File: config.mk
export PLATFORM = sky130hd
export DESIGN_NAME = wshb_arbiter
export DESIGN_NICKNAME = d
export VERILOG_FILES = /design/src/rtl/wshb_arb_pkg.sv /design/src/rtl/wshb_arb_mux.sv /design/src/rtl/wshb_arbiter.sv
export SDC_FILE = /design/constraint.sdc
export NUM_CORES = 1
export LEC_CHECK = 0
export BUFFER_PORTS_ARGS = -buffer_cell sky130_fd_sc_hd__buf_2
export CELL_PAD_IN_SITES_DETAIL_PLACEMENT = 1
export CELL_PAD_IN_SITES_GLOBAL_PLACEMENT = 2
export CORE_ASPECT_RATIO = 0.6
export CORE_MARGIN = 5
export CORE_UTILIZATION = 14
export DETAILED_ROUTE_END_ITERATION = 10
export HOLD_SLACK_MARGIN = 0.15
export PLACE_DENSITY = 0.85
export SLEW_MARGIN = 0
export SYNTH_ARGS = -nofsm -noshare
export SYNTH_HDL_FRONTEND = slang
export SYNTH_SLANG_ARGS = --single-unit
File: constraint.sdc
create_clock -name clk -period 2.9 [get_ports clk]
set_input_delay 0.29 -clock clk [delete_from_list [all_inputs] [get_ports clk]]
set_output_delay 0.29 -clock clk [all_outputs]
set_load 0.01 [all_outputs]
File: src/rtl/wshb_arb_pkg.sv
// Shared types for the two-master Wishbone arbiter in front of the SDRAM slave.
package wshb_arb_pkg;

  typedef enum logic [1:0] {
    IDLE = 2'd0,
    G0   = 2'd1,
    G1   = 2'd2
  } arb_state_t;

  // Beats acknowledged in the current grant tenure; saturates at MAX_BURST.
  typedef logic [7:0] beat_t;

endpackage

File: src/rtl/wshb_arb_mux.sv
// Grant-indexed steering of master requests onto the slave port, and ack demux
// back to whichever master holds the grant. Read data fans out unconditionally.
module wshb_arb_mux #(
  parameter int unsigned AW = 32,
  parameter int unsigned DW = 32
) (
  input  logic [1:0]      gnt,
  input  logic            m0_cyc,
  input  logic            m0_stb,
  input  logic            m0_we,
  input  logic [AW-1:0]   m0_adr,
  input  logic [DW-1:0]   m0_dat_ms,
  input  logic [DW/8-1:0] m0_sel,
  output logic            m0_ack,
  output logic [DW-1:0]   m0_dat_sm,
  input  logic            m1_cyc,
  input  logic            m1_stb,
  input  logic            m1_we,
  input  logic [AW-1:0]   m1_adr,
  input  logic [DW-1:0]   m1_dat_ms,
  input  logic [DW/8-1:0] m1_sel,
  output logic            m1_ack,
  output logic [DW-1:0]   m1_dat_sm,
  output logic            s_cyc,
  output logic            s_stb,
  output logic            s_we,
  output logic [AW-1:0]   s_adr,
  output logic [DW-1:0]   s_dat_ms,
  output logic [DW/8-1:0] s_sel,
  input  logic            s_ack,
  input  logic [DW-1:0]   s_dat_sm
);

  assign m0_dat_sm = s_dat_sm;
  assign m1_dat_sm = s_dat_sm;

  // Route the granted master to the slave; with no grant the bus is quiet and acks are dropped.
  always_comb begin
    s_cyc    = 1'b0;
    s_stb    = 1'b0;
    s_we     = 1'b0;
    s_adr    = '0;
    s_dat_ms = '0;
    s_sel    = '0;
    m0_ack   = 1'b0;
    m1_ack   = 1'b0;
    case (gnt)
      2'b01: begin
        s_cyc    = m0_cyc;
        s_stb    = m0_stb;
        s_we     = m0_we;
        s_adr    = m0_adr;
        s_dat_ms = m0_dat_ms;
        s_sel    = m0_sel;
        m0_ack   = s_ack;
      end
      2'b10: begin
        s_cyc    = m1_cyc;
        s_stb    = m1_stb;
        s_we     = m1_we;
        s_adr    = m1_adr;
        s_dat_ms = m1_dat_ms;
        s_sel    = m1_sel;
        m1_ack   = s_ack;
      end
      default: ;
    endcase
  end

endmodule

File: src/rtl/wshb_arbiter.sv
// Two-master Wishbone arbiter (m0 video reader, m1 pattern writer) onto one SDRAM slave.
// An owner may be preempted once it has completed MAX_BURST beats, only at a beat
// boundary (s_ack, or strobe low) so no pending transfer is dropped.
// Build option WSHB_ARB_RR_EN: round-robin tie-break and preemption of either master.
// Without it, m0 wins ties, holds the bus for as long as m0_cyc is high, and only m1
// can be preempted.
module wshb_arbiter
  import wshb_arb_pkg::*;
#(
  parameter int unsigned MAX_BURST = 16,
  parameter int unsigned AW        = 32,
  parameter int unsigned DW        = 32
) (
  input  logic            clk,
  input  logic            rst_n,
  input  logic            m0_cyc,
  input  logic            m0_stb,
  input  logic            m0_we,
  input  logic [AW-1:0]   m0_adr,
  input  logic [DW-1:0]   m0_dat_ms,
  input  logic [DW/8-1:0] m0_sel,
  output logic            m0_ack,
  output logic [DW-1:0]   m0_dat_sm,
  input  logic            m1_cyc,
  input  logic            m1_stb,
  input  logic            m1_we,
  input  logic [AW-1:0]   m1_adr,
  input  logic [DW-1:0]   m1_dat_ms,
  input  logic [DW/8-1:0] m1_sel,
  output logic            m1_ack,
  output logic [DW-1:0]   m1_dat_sm,
  output logic            s_cyc,
  output logic            s_stb,
  output logic            s_we,
  output logic [AW-1:0]   s_adr,
  output logic [DW-1:0]   s_dat_ms,
  output logic [DW/8-1:0] s_sel,
  input  logic            s_ack,
  input  logic [DW-1:0]   s_dat_sm,
  output logic [1:0]      gnt
);

`ifdef WSHB_ARB_RR_EN
  localparam logic RR_EN = 1'b1;
`else
  localparam logic RR_EN = 1'b0;
`endif

  localparam beat_t MAX_B = beat_t'(MAX_BURST);

  function automatic beat_t beat_sat_inc(input beat_t b);
    return (b >= MAX_B) ? MAX_B : b + 8'd1;
  endfunction

  arb_state_t state;
  arb_state_t state_next;
  beat_t      beat;
  beat_t      beat_now;
  logic       last_gnt;
  logic       req0;
  logic       req1;
  logic       burst_done;

  assign req0       = m0_cyc & m0_stb;
  assign req1       = m1_cyc & m1_stb;
  // Count including an ack landing this cycle, so preemption can happen on the MAX_BURST-th ack edge.
  assign beat_now   = (s_ack && state != IDLE) ? beat_sat_inc(beat) : beat;
  assign burst_done = (beat_now == MAX_B);

  // Grant selection: tie-break in IDLE, release on cyc drop, preempt at a beat boundary.
  always_comb begin
    state_next = state;
    case (state)
      IDLE: begin
        if (req0 && req1)  state_next = (RR_EN && !last_gnt) ? G1 : G0;
        else if (req0)     state_next = G0;
        else if (req1)     state_next = G1;
      end
      G0: begin
        if (!m0_cyc)       state_next = req1 ? G1 : IDLE;
        else if (RR_EN && req1 && burst_done && (s_ack || !m0_stb))
                           state_next = G1;
      end
      G1: begin
        if (!m1_cyc)       state_next = req0 ? G0 : IDLE;
        else if (req0 && burst_done && (s_ack || !m1_stb))
                           state_next = G0;
      end
      default:             state_next = IDLE;
    endcase
  end

  // State, tenure beat count (cleared on every grant change) and last-granted master.
  always_ff @(posedge clk or negedge rst_n) begin
    if (!rst_n) begin
      state    <= IDLE;
      beat     <= '0;
      last_gnt <= 1'b1;
    end else begin
      state <= state_next;
      if (state_next != state) begin
        beat <= '0;
        if (state_next == G0)      last_gnt <= 1'b0;
        else if (state_next == G1) last_gnt <= 1'b1;
      end else begin
        beat <= beat_now;
      end
    end
  end

  // One-hot grant straight from the state register.
  always_comb begin
    gnt = 2'b00;
    case (state)
      G0:      gnt = 2'b01;
      G1:      gnt = 2'b10;
      default: gnt = 2'b00;
    endcase
  end

  wshb_arb_mux #(.AW(AW), .DW(DW)) u_mux (
    .gnt       (gnt),
    .m0_cyc    (m0_cyc),
    .m0_stb    (m0_stb),
    .m0_we     (m0_we),
    .m0_adr    (m0_adr),
    .m0_dat_ms (m0_dat_ms),
    .m0_sel    (m0_sel),
    .m0_ack    (m0_ack),
    .m0_dat_sm (m0_dat_sm),
    .m1_cyc    (m1_cyc),
    .m1_stb    (m1_stb),
    .m1_we     (m1_we),
    .m1_adr    (m1_adr),
    .m1_dat_ms (m1_dat_ms),
    .m1_sel    (m1_sel),
    .m1_ack    (m1_ack),
    .m1_dat_sm (m1_dat_sm),
    .s_cyc     (s_cyc),
    .s_stb     (s_stb),
    .s_we      (s_we),
    .s_adr     (s_adr),
    .s_dat_ms  (s_dat_ms),
    .s_sel     (s_sel),
    .s_ack     (s_ack),
    .s_dat_sm  (s_dat_sm)
  );

endmodule

## Word-level counts from Yosys, hierarchy flattened

Index checks and enable logic that the tools add are counted.
W data, S select, Z words.

- Input port bits: 177
- Output and inout port bits: 139
- Word-level logic and storage cells: 41
- Bits in registers: 10

- Bitwise gates (word level): 2
- Add/subtract/negate cells: 1
- Equality and inequality tests: 6
- Order comparisons: 1
- Mux-type cells: 21
- Reduce and logical (&&, ||, !) cells: 8

Operators with widths:

| cell | number |
|---|---|
| $pmux W32 S2 | 2 |
| $mux W8 | 3 |
| $mux W2 | 7 |
| $add A8 B1 Y8 const B | 1 |
| $eq A8 B5 Y1 const B | 1 |
| $ge A8 B5 Y1 const B | 1 |
| $pmux W4 S2 | 1 |
| $pmux W1 S2 | 3 |
| $pmux W2 S3 | 1 |
| $eq A2 B1 Y1 const B | 2 |
| $eq A2 B2 Y1 const B | 2 |
| $logic_and A1 B1 Y1 | 4 |
| $pmux W2 S2 | 1 |
| $mux W1 | 3 |
| $and A1 B1 Y1 | 2 |
| $logic_not A2 Y1 | 1 |
| $ne A2 B2 Y1 | 1 |
| $reduce_bool A2 Y1 | 1 |
| $logic_not A1 Y1 | 1 |
| $logic_or A1 B1 Y1 | 1 |

## Depth between registers and ports, before layout

- Depth in word-level cells: 11
- Depth in mapped cells: 10
- Depth with buffers taken out: 8

## Hierarchy

A second synthesis with hierarchy kept.

- Cells, all modules: 308
- Area total of the unflattened synthesis: 2,737.6 sq um

Modules (own cells, without submodules):

| module | instances | seq. area each (sq um) | area each (sq um) | cells an instance |
|---|---|---|---|---|
| wshb_arb_mux | 1 | 0.0 | 2,125.8 | 236 |
| wshb_arbiter | 1 | 250.2 | 611.8 | 72 |

## Worst setup path before layout

OpenSTA, ideal clock, no wires.

- Path type: reg-to-reg
- Start: register state[1]
- End: register beat[3]
- Slack: 0.486 ns
- Period minus slack after synthesis: 2.414 ns
- Arrival: 2.268 ns
- Data required time: 2.753 ns
- Stages on the path, launching flop included: 11
- Buffers on the path: 2
- Setup time: 0.147 ns
- Path through: dfrtp_1 clkbuf_1 inv_1 ha_1 nand2b_1 buf_2 nor2_4 a2111oi_4 a21oi_2 o32ai_4 a32oi_1

- Cells in the longest elaborated chain, start to end: 11
- Elaborated cells between the ends (all ways): 18
- Classes of those cells: eq/ne: 4; mux: 9; reduce/logical: 5

Ends and longest elaborated chain:

| what | RTL line | source |
|---|---|---|
| from (decl) | wshb_arbiter.sv:55 | `arb_state_t state;` |
| from (signal assigned) | wshb_arbiter.sv:100 | `state <= state_next;` |
| $reduce_bool A2 Y1 | wshb_arbiter.sv:67 | `assign beat_now = (s_ack && state != IDLE) ? beat_sat_inc(beat) : beat;` |
| $logic_and A1 B1 Y1 | wshb_arbiter.sv:67 |  |
| $mux W8 | wshb_arbiter.sv:67 |  |
| $eq A8 B5 Y1 | wshb_arbiter.sv:68 | `assign burst_done = (beat_now == MAX_B);` |
| $logic_and A1 B1 Y1 (2 in series) | wshb_arbiter.sv:86 | `else if (req0 && burst_done && (s_ack \|\| !m1_stb))` |
| $mux W2 | wshb_arbiter.sv:86 |  |
| $mux W2 | wshb_arbiter.sv:85 | `if (!m1_cyc) state_next = req0 ? G0 : IDLE;` |
| $pmux W2 S3 | wshb_arbiter.sv:73 | `case (state)` |
| $ne A2 B2 Y1 | wshb_arbiter.sv:101 | `if (state_next != state) begin` |
| $mux W8 * | wshb_arbiter.sv:101 |  |
| to (signal assigned) | wshb_arbiter.sv:106 | `beat <= beat_now;` |
| to (decl) | wshb_arbiter.sv:57 | `beat_t beat;` |

Every way passes the cells marked *; elsewhere a longest branch is shown, timed or not.

## Final worst setup path

- Start: register beat[0]
- End: register beat[3]

- Cells in the longest elaborated chain, start to end: 11
- Elaborated cells between the ends (all ways): 12
- Classes of those cells: add/sub: 1; order compare: 1; eq/ne: 2; mux: 6; reduce/logical: 2

Ends and longest elaborated chain:

| what | RTL line | source |
|---|---|---|
| $add A8 B1 Y8 or $ge A8 B5 Y1 (tied branches) | wshb_arbiter.sv:52 | `return (b >= MAX_B) ? MAX_B : b + 8'd1;` |
| $mux W8 | wshb_arbiter.sv:52 |  |
| $mux W8 * | wshb_arbiter.sv:67 |  |
| $eq A8 B5 Y1 | wshb_arbiter.sv:68 |  |
| $logic_and A1 B1 Y1 (2 in series) | wshb_arbiter.sv:86 |  |
| $mux W2 | wshb_arbiter.sv:86 |  |
| $mux W2 | wshb_arbiter.sv:85 |  |
| $pmux W2 S3 | wshb_arbiter.sv:73 |  |
| $ne A2 B2 Y1 | wshb_arbiter.sv:101 |  |
| $mux W8 * | wshb_arbiter.sv:101 |  |

Marked as above.

==> reports/qor.txt <==
Final nets = 659
ranking of synthesized cells by area = a22oi_1, buf_4, nor2b_1
Cells after Synth = 329
root buffer cell = clkbuf_16
# DRC = 0
top_reg_cell synth = dfrtp_1
Syn Nets = 514
CP required = 2.98 ns
Synth Register Bits = 10
Initial Utilization = 0.1423
share of cells above drive strength 1 = 0.5180
Leakage = 1.627 nW
Final GP Congestion = 0.7968
number of global-route vias before repair = 2897
Tightest Pin Transition = 0.4194 ns
slowest cell on the critical path = a2111oi_4
Synth Warn # = 0
CTS Buffer Depth = 2
clock-pin slew on the worst setup and hold paths = 0.04 ns
Hold WC Path Type = in -> reg
Skew-Pair Late Insertion Delay = 0.23 ns
Crit Path Class = reg -> reg
CP max stage delay = 0.47 ns
CTS tree = yes
final setup fails = 0
Post-Syn Area per Cell = 7.389 um^2
Post-synth EDFFs = 0
Worst VDD drop = 0.2786 mV
outcome = finished, final reports clean
Worst Setup End Kind = register
first-pass GRT wire length = 16300 um
TritonCTS Buffers = 3
Worst Path Arrival = 2.72 ns
initial antenna violation count = 0
vias per cell = 4.137
top-count cell post-synth = nor2b_1
Core Region = 17080 um^2
pin count of the biggest net entering global routing = 73
die span in y = 112.1 um
hpwl dp = 9168 um
IO Count = 316
Post-Syn Area = 2431 um^2
Die Width = 180.1 um
Via Count = 2925
top-area cell type share of the netlist area = 0.2254
DRT antenna net count = 0
Die ar. = 20190 um^2
DR WL/cell = 15.57 um
peak fanout along the critical path = 8
row count = 37
drt pass-1 iters = 4
Post-synth ARST share = 1.000
startpoint types = register
Post-synth top cells = nor2b_1, a22oi_1, buf_4, clkbuf_1
final WL = 11010 um
clk_skew = 0.001215 ns
slew margin rel. = 0.7191
pins over their slew limit = 0
# diodes = 0
part of the cycle the worst path needs = 0.9073
post-synthesis sequential area ratio = 0.1029
fin crit period = 2.631 ns
fmax = 0.3801 GHz
power density cells = 868.8 nW/um^2
Port-buffer cells = 219
clock sink total = 10
overall routing resource usage = 0.09615
Cell variety after synth = 42
setup repair after global routing missed its margin = false
area growth from synthesis to layout = 42.82%
setup TNS = 0 ns
max-cap viol count = 0
worst-path cell chain = inv_2 -> ha_1 -> or3_1 -> a2111oi_4 -> a21oi_2 -> o32ai_4 -> a32oi_1
Setup Fix Bufs, Post-CTS = 0
final hold vios = 0
H-Tree Depth = 1
WHS = 0.4145 ns
Initial DRC Count = 107
global route overflow = 0
area leader, netlist = a22oi_1
==> worst paths after layout <==
path,slack [ns],to,start,cells past startpoint
max,0.27,beat[3],beat[0],7
min,0.41,state[1],m1_cyc,3
max reg2reg,0.27,beat[3],beat[0],7
min reg2reg,0.53,beat[7],beat[7],2
max in group asynchronous,2.25,beat[4],rst_n,2
min in group asynchronous,0.45,beat[2],rst_n,2
==> cell families after synthesis <==
| kind of cell | count (synthesis) | share of synthesized area |
|---|---|---|
| and+or+nand+nor | 109 | 0.2712 |
| AOI/OAI and AO/OA | 108 | 0.3402 |
| DFF | 10 | 0.1029 |
| buffers and inverters | 94 | 0.2445 |
| adders and majority gates | 8 | 0.04118 |
==> repair_timing <==
action | CTS | global route
hold buffers | 1 | 0
gates resized for setup | 0 | 0
hold endpoints to repair | 10 | 0
==> metal layers <==
metal	global-route usage	share of wire	wire, um	vias to the layer above
met3	0.03724	0.12	1316	4
li1	-	-	-	1414
met4	0.004028	0.0017	19	0
met2	0.1413	0.42	4615	170
met5	0	0	0	-
met1	0.1402	0.46	5057	1337
==> cell usage in the layout (no fill, tap or decap), types with 2 or more instances in the layout <==
cell type	count
buf_2	219
nor2b_1	74
clkbuf_16	3
dfrtp_1	10
a31oi_1	9
nand3_1	3
nand2_1	10
a21o_1	2
nor2_1	5
buf_4	6
buf_12	4
inv_1	3
ha_1	5
a21oi_1	6
nor3_1	2
ha_2	3
o21ai_0	5
nand2b_1	3
a22oi_1	73
and2_1	2
==> registers in the layout, indices dropped and copies added, names as in the netlist <==
signal,cells
beat,8
state,2
==> metrics by stage <==
stage | setup WS (ns) | area (um^2) | total power, mW | util | instances
final | 0.2688 | 3472 | 3.016 | 0.2033 | 707
after global routing | 0.1497 | 3472 | 3.284 | 0.2033 | 707
after CTS | 0.2567 | 3472 | 3.068 | 0.2033 | 707
after detailed placement | 0.3002 | 3373 | 2.788 | 0.1975 | 702
after global placement | 0.4077 | 3373 | 2.781 | 0.1975 | 702
after floorplan | 0.4856 | 2431 | 1.916 | - | 329
==> report_power, final <==
part | internal, mW | switching [mW] | total, mW
logic | 1.15 | 1.42 | 2.57
registers | 0.162 | 0.0195 | 0.182
clock network | 0.207 | 0.0609 | 0.268
total | 1.52 | 1.50 | 3.02
==> critical path, delay by kind of cell, from the launching register on <==
family	cells	cell delay (ns)
compound gates	4	1.23
flops	1	0.43
simple gates	1	0.42
fa+ha+maj	1	0.32
buf+inv	1	0.08
==> final cells by class <==
type                    count  area [um^2]
inverters                   4        15.01
flip-flops and latches     10        250.2
well taps                 234        292.8
fillers                  2138        13610
multi-input cells         225         1594
repair buffers            230         1231
clock buffers               4        88.84
Power figures use the tool's default switching activity.
